==> src/rtl/cache_switch_ctrl_if.sv <==
// Bus between the instruction decoder / active cache and the cache-switch sequencer.
// The slave modport is the sequencer; the master modport is its environment.
// Optional macro: CACHE_SWITCH_STATS_EN adds the switch_count statistics output.
interface cache_switch_ctrl_if #(
    parameter int SEL_W = 2
);
    logic             switch_cache_w;
    logic [SEL_W-1:0] switch_id;
    logic             cache_busy;
    logic             flush_ack;
    logic             flush_req;
    logic             stall;
    logic [SEL_W-1:0] cache_sel;
    logic             switch_done;
    logic             switch_err;
`ifdef CACHE_SWITCH_STATS_EN
    logic [15:0]      switch_count;
`endif

    modport master (
`ifdef CACHE_SWITCH_STATS_EN
        input  switch_count,
`endif
        output switch_cache_w,
        output switch_id,
        output cache_busy,
        output flush_ack,
        input  flush_req,
        input  stall,
        input  cache_sel,
        input  switch_done,
        input  switch_err
    );

    modport slave (
`ifdef CACHE_SWITCH_STATS_EN
        output switch_count,
`endif
        input  switch_cache_w,
        input  switch_id,
        input  cache_busy,
        input  flush_ack,
        output flush_req,
        output stall,
        output cache_sel,
        output switch_done,
        output switch_err
    );
endinterface

==> src/rtl/cache_switch_ctrl.sv <==
// Cache-switch sequencer: freezes the pipeline on a switch instruction, waits for
// the active cache to go idle, flushes it, retargets cache_sel and pulses done.
// Optional macro: CACHE_SWITCH_STATS_EN adds a saturating 16-bit count of real switches.
module cache_switch_ctrl #(
    parameter int NUM_CACHES = 4,
    parameter int SEL_W      = 2
) (
    input  logic                 CLK,
    input  logic                 RESET,
    cache_switch_ctrl_if.slave   bus
);

    typedef enum logic [2:0] {
        IDLE,
        WAIT_IDLE,
        FLUSH,
        SWITCH,
        DONE
    } state_t;

    // One extra bit so a bank count equal to 2**SEL_W is still representable.
    localparam logic [SEL_W:0] NUM_CACHES_X = (SEL_W+1)'(NUM_CACHES);

    state_t           state_q, state_d;
    logic [SEL_W-1:0] pending_q, pending_d;
    logic [SEL_W-1:0] cache_sel_q, cache_sel_d;
    logic             flush_req_q, flush_req_d;
    logic             done_q, done_d;
    logic             err_q, err_d;

    // Next-state logic; done/err/flush_req are registered from the next state so
    // they are clean flop outputs aligned with the DONE and FLUSH cycles.
    always_comb begin
        state_d     = state_q;
        pending_d   = pending_q;
        cache_sel_d = cache_sel_q;
        done_d      = 1'b0;
        err_d       = 1'b0;
        case (state_q)
            IDLE: begin
                if (bus.switch_cache_w) begin
                    pending_d = bus.switch_id;
                    state_d   = WAIT_IDLE;
                end
            end
            WAIT_IDLE: begin
                if (!bus.cache_busy) begin
                    if ({1'b0, pending_q} >= NUM_CACHES_X) begin
                        state_d = DONE;
                        done_d  = 1'b1;
                        err_d   = 1'b1;
                    end else if (pending_q == cache_sel_q) begin
                        state_d = DONE;
                        done_d  = 1'b1;
                    end else begin
                        state_d = FLUSH;
                    end
                end
            end
            FLUSH: begin
                if (bus.flush_ack) begin
                    state_d = SWITCH;
                end
            end
            SWITCH: begin
                cache_sel_d = pending_q;
                state_d     = DONE;
                done_d      = 1'b1;
            end
            DONE: begin
                state_d = IDLE;
            end
            default: begin
                state_d = IDLE;
            end
        endcase
        flush_req_d = (state_d == FLUSH);
    end

    // State and output registers with synchronous reset that aborts any switch.
    always_ff @(posedge CLK) begin
        if (RESET) begin
            state_q     <= IDLE;
            pending_q   <= '0;
            cache_sel_q <= '0;
            flush_req_q <= 1'b0;
            done_q      <= 1'b0;
            err_q       <= 1'b0;
        end else begin
            state_q     <= state_d;
            pending_q   <= pending_d;
            cache_sel_q <= cache_sel_d;
            flush_req_q <= flush_req_d;
            done_q      <= done_d;
            err_q       <= err_d;
        end
    end

`ifdef CACHE_SWITCH_STATS_EN
    logic        switched_q, switched_d;
    logic [15:0] switch_count_q, switch_count_d;

    // Remember that SWITCH was visited so only real bank changes are counted.
    always_comb begin
        switched_d     = (state_q == SWITCH);
        switch_count_d = switch_count_q;
        if ((state_q == DONE) && switched_q && (switch_count_q != 16'hFFFF)) begin
            switch_count_d = switch_count_q + 16'd1;
        end
    end

    // Statistics registers.
    always_ff @(posedge CLK) begin
        if (RESET) begin
            switched_q     <= 1'b0;
            switch_count_q <= '0;
        end else begin
            switched_q     <= switched_d;
            switch_count_q <= switch_count_d;
        end
    end

    assign bus.switch_count = switch_count_q;
`endif

    // Stall rises combinationally with the strobe so the instruction is frozen at once.
    assign bus.stall = ((state_q != IDLE) && (state_q != DONE)) ||
                       ((state_q == IDLE) && bus.switch_cache_w);

    assign bus.flush_req   = flush_req_q;
    assign bus.cache_sel   = cache_sel_q;
    assign bus.switch_done = done_q;
    assign bus.switch_err  = err_q;

endmodule

==> src/flat_wrapper.sv <==
// flat-port wrapper written by rule: the top's interface ports become plain ports
module cache_switch_ctrl_flat 
#(
    parameter int NUM_CACHES = 4,
    parameter int SEL_W      = 2
)
  (CLK, RESET, bus_switch_cache_w, bus_switch_id, bus_cache_busy, bus_flush_ack, bus_flush_req, bus_stall, bus_cache_sel, bus_switch_done, bus_switch_err);
  cache_switch_ctrl_if #(.SEL_W(SEL_W)) bus_i ();
  input  logic CLK;
  input  logic RESET;
  input wire logic [$bits(bus_i.switch_cache_w)-1:0] bus_switch_cache_w;
  input wire logic [$bits(bus_i.switch_id)-1:0] bus_switch_id;
  input wire logic [$bits(bus_i.cache_busy)-1:0] bus_cache_busy;
  input wire logic [$bits(bus_i.flush_ack)-1:0] bus_flush_ack;
  output wire logic [$bits(bus_i.flush_req)-1:0] bus_flush_req;
  output wire logic [$bits(bus_i.stall)-1:0] bus_stall;
  output wire logic [$bits(bus_i.cache_sel)-1:0] bus_cache_sel;
  output wire logic [$bits(bus_i.switch_done)-1:0] bus_switch_done;
  output wire logic [$bits(bus_i.switch_err)-1:0] bus_switch_err;
  assign bus_i.switch_cache_w = bus_switch_cache_w;
  assign bus_i.switch_id = bus_switch_id;
  assign bus_i.cache_busy = bus_cache_busy;
  assign bus_i.flush_ack = bus_flush_ack;
  assign bus_flush_req = bus_i.flush_req;
  assign bus_stall = bus_i.stall;
  assign bus_cache_sel = bus_i.cache_sel;
  assign bus_switch_done = bus_i.switch_done;
  assign bus_switch_err = bus_i.switch_err;
  cache_switch_ctrl #(.NUM_CACHES(NUM_CACHES), .SEL_W(SEL_W)) u_core (.CLK(CLK), .RESET(RESET), .bus(bus_i));
endmodule
==> config.mk <==
export PLATFORM = sky130hd
export DESIGN_NAME = cache_switch_ctrl_flat
export DESIGN_NICKNAME = d
export VERILOG_FILES = /design/src/rtl/cache_switch_ctrl_if.sv /design/src/rtl/cache_switch_ctrl.sv /design/src/flat_wrapper.sv
export SDC_FILE = /design/constraint.sdc
export NUM_CORES = 1
export LEC_CHECK = 0
export ABC_AREA = 0
export BUFFER_PORTS_ARGS = -buffer_cell sky130_fd_sc_hd__buf_2
export CAP_MARGIN = 10
export CORE_AREA = 3 3 40 42
export CTS_BUF_LIST = sky130_fd_sc_hd__clkbuf_16
export CTS_CLUSTER_DIAMETER = 50
export DETAILED_ROUTE_END_ITERATION = 8
export DIE_AREA = 0 0 43 45
export GPL_ROUTABILITY_DRIVEN = 0
export PLACE_DENSITY = 0.58
export SYNTH_ARGS = -nofsm -noshare
export SYNTH_HDL_FRONTEND = slang
export SYNTH_SLANG_ARGS = --single-unit
==> constraint.sdc <==
create_clock -name CLK -period 1.35 [get_ports CLK]
set_input_delay 0.135 -clock CLK [delete_from_list [all_inputs] [get_ports CLK]]
set_output_delay 0.135 -clock CLK [all_outputs]
set_load 0.01 [all_outputs]
# After elaboration in Yosys (flattened, before gate mapping)
# Index checks and enable logic that the tools add are counted.
[totals]
reg_bits = 9
input_bits = 7
output_inout_bits = 6
word_cells = 25
[classes]
eq_ne = 6
n_mux = 8
reduce_logical = 6
[ops]
columns = ["cell", "count"]
rows = [
  ["two-way mux 3 bit", 4],
  ["case mux 3 bit (4 select lines)", 1],
  ["== test 3 x 2 -> 1 bit, second input constant", 3],
  ["== test 3 x 1 -> 1 bit, second input constant", 1],
  ["zero test 3 bit", 1],
  ["inequality test 3 bit, second input constant", 1],
  ["nonzero test 3 bit", 1],
  ["== test 2 bit", 1],
  ["logical AND 1 bit", 2],
  ["two-way mux 1 bit", 2],
  ["case mux 1 bit (2 select lines)", 1],
  ["AND reduction 2 bit", 1],
  ["logical OR 1 bit", 1],
]

# Depth between registers and ports, before layout
[depth]
ltp_word = 5
ltp_mapped = 4
depth_no_buf = 3

# Worst setup path before layout
# No wires, ideal clock.
[synth_timing]
kind = "flip-flop to flip-flop"
start = "register u_core.state_q[0]"
end = "register u_core.flush_req_q (netlist: u_core.bus.flush_req)"
setup_time_ns = 0.103
arrival_time_ns = 1.016
t_required_ns = 1.247
setup_slack_ns = 0.231
stages_incl_launch_ff = 5
n_path_buf = 1
synth_period_minus_slack_ns = 1.119
cell_sequence = "dfxtp_1 -> buf_6 -> mux2i_1 -> o21ai_1 -> a2111oi_2"
[synth_between]
elab_chain_cells = 3
word_cells_on_any_way = 9
cone_classes = "eq/ne: 4; mux: 4; reduce/logical: 1"
[synth_lines]
columns = ["item", "line_no", "source"]
rows = [
  ["from (decl)", "cache_switch_ctrl.sv:24", "state_t state_q, state_d;"],
  ["from (signal assigned)", "cache_switch_ctrl.sv:90", "state_q <= state_d;"],
  ["== test 3 x 2 -> 1 bit (tied with other cells)", "cache_switch_ctrl.sv:39", "case (state_q)"],
  ["case mux 3 bit (4 select lines) (*)", "cache_switch_ctrl.sv:39", ""],
  ["== test 3 x 2 -> 1 bit (*)", "cache_switch_ctrl.sv:77", "flush_req_d = (state_d == FLUSH);"],
  ["to (signal assigned)", "cache_switch_ctrl.sv:93", "flush_req_q <= flush_req_d;"],
  ["to (decl)", "cache_switch_ctrl.sv:27", "logic flush_req_q, flush_req_d;"],
]
# Mark *: on every way between the ends. The rest lies on a longest branch, timed or not.
# A chain may end at the register's enable or synchronous reset.

# Worst setup path in the final report
[layout_timing]
start = "register u_core.state_q[0]"
end = "output bus_stall"
[layout_between]
elab_chain_cells = 3
word_cells_on_any_way = 6
cone_classes = "eq/ne: 1; reduce/logical: 5"
[layout_lines]
columns = ["item", "line_no", "source"]
rows = [
  ["inequality test 3 bit (tied with other cells)", "cache_switch_ctrl.sv:127", "assign bus.stall = ((state_q != IDLE) && (state_q != DONE)) ||"],
  ["logical AND 1 bit, on equally long branches", "cache_switch_ctrl.sv:127, cache_switch_ctrl.sv:128", ""],
  ["logical OR 1 bit (*)", "cache_switch_ctrl.sv:127", ""],
  ["to (decl)", "flat_wrapper.sv:16", "output wire logic [$bits(bus_i.stall)-1:0] bus_stall;"],
]
# Marks and branches as above.

==> Flow_metrics.wiki <==
{| class="wikitable"
! Metric !! Value
|-
| Share of final-layout standard cells stronger than drive strength 1 || 49.1%
|-
| Final setup viols || 0
|-
| Buf/Inv on CP || 1
|-
| Total power per unit cell area || 1440 mW/mm^2
|-
| Worst clock skew on the final layout || 0.00121 ns
|-
| Critical setup path kind || register to output port
|-
| Kind of capture point of the worst setup path || output port
|-
| Start point of the worst hold path || bus_switch_id[1]
|-
| R2R cell count || 4
|-
| Total wirelength of the detailed-routed design || 818 um
|-
| Worst-path maximum fanout || 4
|-
| Synthesis Warnings || 0
|-
| Overall die width || 43 um
|-
| Setup repair after global routing missed its margin || false
|-
| Number of search-and-repair iterations in the first detailed-routing pass || 2
|-
| TNS Setup || 0 ns
|-
| Hold Path Cell Cnt || 3
|-
| Number of I/O pins || 13
|-
| Yosys reg bits || 9
|-
| Later-pin clock latency in the skew report || 0.23 ns
|-
| Sequential cell area fraction in the yosys report || 40.9%
|-
| Layout overhead on the synthesized area || 43.5%
|-
| Iteration-0 DRC count of the detailed router || 4
|-
| Global-route wire length before repair || 1.38 mm
|-
| Vertical extent of the die || 45 um
|-
| Primary FF master, synth || sky130_fd_sc_hd__dfxtp_1
|-
| Largest net degree at the start of global routing || 8
|-
| Time the final worst path needs with I/O delays and setup || 1.25 ns
|-
| Hold Path Sink || u_core.pending_q[1]
|-
| Area of the mapped netlist || 440 sq um
|-
| Cell family with most CP delay || simple AND/OR/NAND/NOR gates
|-
| Post-route non-filler standard cell count || 72
|-
| Antenna-violating nets left || 0
|-
| Largest cells by area after synthesis || sky130_fd_sc_hd__dfxtp_1 41%, sky130_fd_sc_hd__mux2i_1 11%, sky130_fd_sc_hd__nor4b_4 5.4%, sky130_fd_sc_hd__buf_6 5.1%, sky130_fd_sc_hd__o211a_1 4.5%
|-
| Total routing usage reported by global routing || 10.3%
|-
| Launch instance of the worst register-to-register path || u_core.state_q[0]
|-
| Full die area || 0.00194 sq mm
|-
| Achievable frequency || 0.798 GHz
|-
| CTS H-tree lvls || 1
|-
| Leakage power || 0.321 nW
|-
| Antenna diode count || 0
|-
| TritonCTS clock tree || done
|-
| Critical path data arrival time || 1.12 ns
|-
| Vias in the first global route || 344
|-
| Total grt overflow || 0
|-
| Cells after synthesis || 41
|-
| Number of distinct library cell variants in the gate-level netlist after synthesis || 20
|-
| Port bufs || 11
|-
| Async set-or-reset flop fraction in the synthesized netlist || 0%
|-
| Area share of the largest cell type after synthesis || 40.9%
|-
| EDFF count, synth || 0
|-
| Outcome || finished clean
|-
| Design area || 632 sq um
|-
| CTS clk-pin slew, worst paths || 0.04 ns
|-
| NumNets Final || 65
|-
| Antenna violations before repair || 0
|-
| DP HPWL || 609 um
|-
| Element type at the critical path start || register
|-
| Most repeated cell in the gate-level netlist after synthesis || sky130_fd_sc_hd__dfxtp_1
|-
| Pre-CTS setup slack || 0.0307 ns
|-
| Post-route setup slack || 0.0975 ns
|-
| CTS Root Buffer Type || sky130_fd_sc_hd__clkbuf_16
|-
| Hold-fix buffers at CTS || 0
|-
| CP max stage cell || sky130_fd_sc_hd__dfxtp_4
|-
| Sink Count || 9
|-
| Most area-hungry cell type in the Yosys netlist || sky130_fd_sc_hd__dfxtp_1
|-
| Area after detailed placement || 499 sq um
|-
| Clk buf depth || 2
|-
| Max-slew violation count || 0
|-
| Core region area || 0.00128 sq mm
|-
| IR drop worst, VDD || 0.883 mV
|-
| Via density || 4.76
|-
| Share of the cycle needed by the critical path after routing || 92.8%
|-
| WL per Instance || 11.4 um
|-
| Total vias in the final route || 343
|-
| Worst hold path type || input port to register
|-
| Detailed-route DRC error count || 0
|-
| Cells along the critical path || nor4b_4, or3_4, buf_6
|-
| Std cell rows || 13
|-
| Reg-to-reg setup timing slack || 0.13 ns
|-
| Required time at the endpoint of the critical path || 1.22 ns
|-
| Ranking of synthesized cells by instance count || 9 x sky130_fd_sc_hd__dfxtp_1, 5 x sky130_fd_sc_hd__mux2i_1, 5 x sky130_fd_sc_hd__nor2_1
|-
| Destination of the worst register-to-register timing path || u_core.bus.flush_req
|-
| Initial cell density of the core || 34.3%
|-
| Post-Syn Area per Cell || 10.7 sq um
|-
| Post-synthesis net count || 48
|-
| Peak per-stage delay on the critical path || 0.35 ns
|-
| Final Hold Vio Count || 0
|-
| Post-placement cell count || 66
|-
| CTS buffer count || 3
|-
| Number of max-capacitance violations reported || 0
|}
==> worst max path at each step <==
| stage | depth (start not counted) | start | endpoint |
|---|---|---|---|
| after floorplan | 4 | u_core.state_q[0] | u_core.bus.flush_req |
| after global placement | 3 | u_core.state_q[0] | u_core.bus.flush_req |
| after detailed placement | 3 | u_core.state_q[0] | u_core.bus.flush_req |
| after CTS | 2 | u_core.state_q[1] | bus_stall |
| after global routing | 4 | u_core.state_q[1] | u_core.bus.flush_req |
| final | 3 | u_core.state_q[0] | bus_stall |
==> sequential cells by signal, indices dropped and copies added, names as in the netlist <==
register	cells
u_core.state_q	3
u_core.bus.cache_sel	2
u_core.pending_q	2
u_core.bus.flush_req	1
u_core.bus.switch_done	1
==> metrics by stage <==
| step | power (mW) | hold slack [ns] | utilization [%] |
|---|---|---|---|
| 6_report | 0.908 | 0.138 | 49.2 |
| 3_3_place_gp | 0.376 | 0.375 | 38.9 |
| 4_1_cts | 0.904 | 0.138 | 46.8 |
| 5_1_grt | 0.947 | 0.168 | 49.2 |
| 3_5_place_dp | 0.377 | 0.379 | 38.9 |
| 2_1_floorplan | 0.357 | 0.207 | - |
==> layout by cell type (no fill, tap or decap), drive strengths merged <==
cell type and n:
conb 1, a2111oi 1, or2b 1, nand3b 1
o21ai 3, buf 15, mux2i 5, inv 2
or3 1, dfxtp 9, nor4b 1, nor3b 1
nor3 2, a21boi 1, o22a 1, clkbuf 3
xor2 2, nor2 5, o211a 2
==> cell type report <==
| class | instances | area (sq um) |
|---|---|---|
| timing repair buffer | 15 | 95.1 |
| clock buffer | 3 | 75.1 |
| tap | 15 | 18.8 |
| inverter | 1 | 3.75 |
| fill | 124 | 653 |
| clock inverter | 1 | 3.75 |
| sequential | 9 | 189 |
| multi-input combinational | 28 | 246 |
==> cells by family after synthesis <==
logic type / count (synthesis) / share of synthesized area [%]
simple gates: 12 / 19.9
compound gates: 8 / 15.3
buf+inv: 4 / 7.67
xor+xnor: 2 / 3.98
other cells: 1 / 0.851
flops: 9 / 40.9
mux: 5 / 11.4
==> worst reg2reg max path: stages, from the launching register on <==
cell                        delay, ns
sky130_fd_sc_hd__dfxtp_4         0.36
sky130_fd_sc_hd__buf_6           0.12
sky130_fd_sc_hd__mux2i_4         0.23
sky130_fd_sc_hd__o21ai_2         0.07
sky130_fd_sc_hd__a2111oi_2       0.32
==> repair_timing <==
item / 4_1_cts / 5_1_grt
setup buffers: 2 / 0
resized for setup: 5 / 6
setup endpoints to repair: 1 / 2
pin swaps: 1 / 1
==> report_power, final <==
part           internal, mW  total, mW  switching (mW)
Clock                 0.386      0.507           0.121
Sequential            0.278      0.289          0.0111
Combinational        0.0655      0.112          0.0469
==> layer usage <==
layer  track usage (%)  share of wire (%)  vias to the layer above
li1                  -                  -                      177
met1              10.4                 41                      149
met2              16.2                 47                       15
met3              6.77                 10                        2
met4              5.42                2.3                        0
met5                 0                  0                        -
Note: power is estimated with default switching activity, not from simulation.
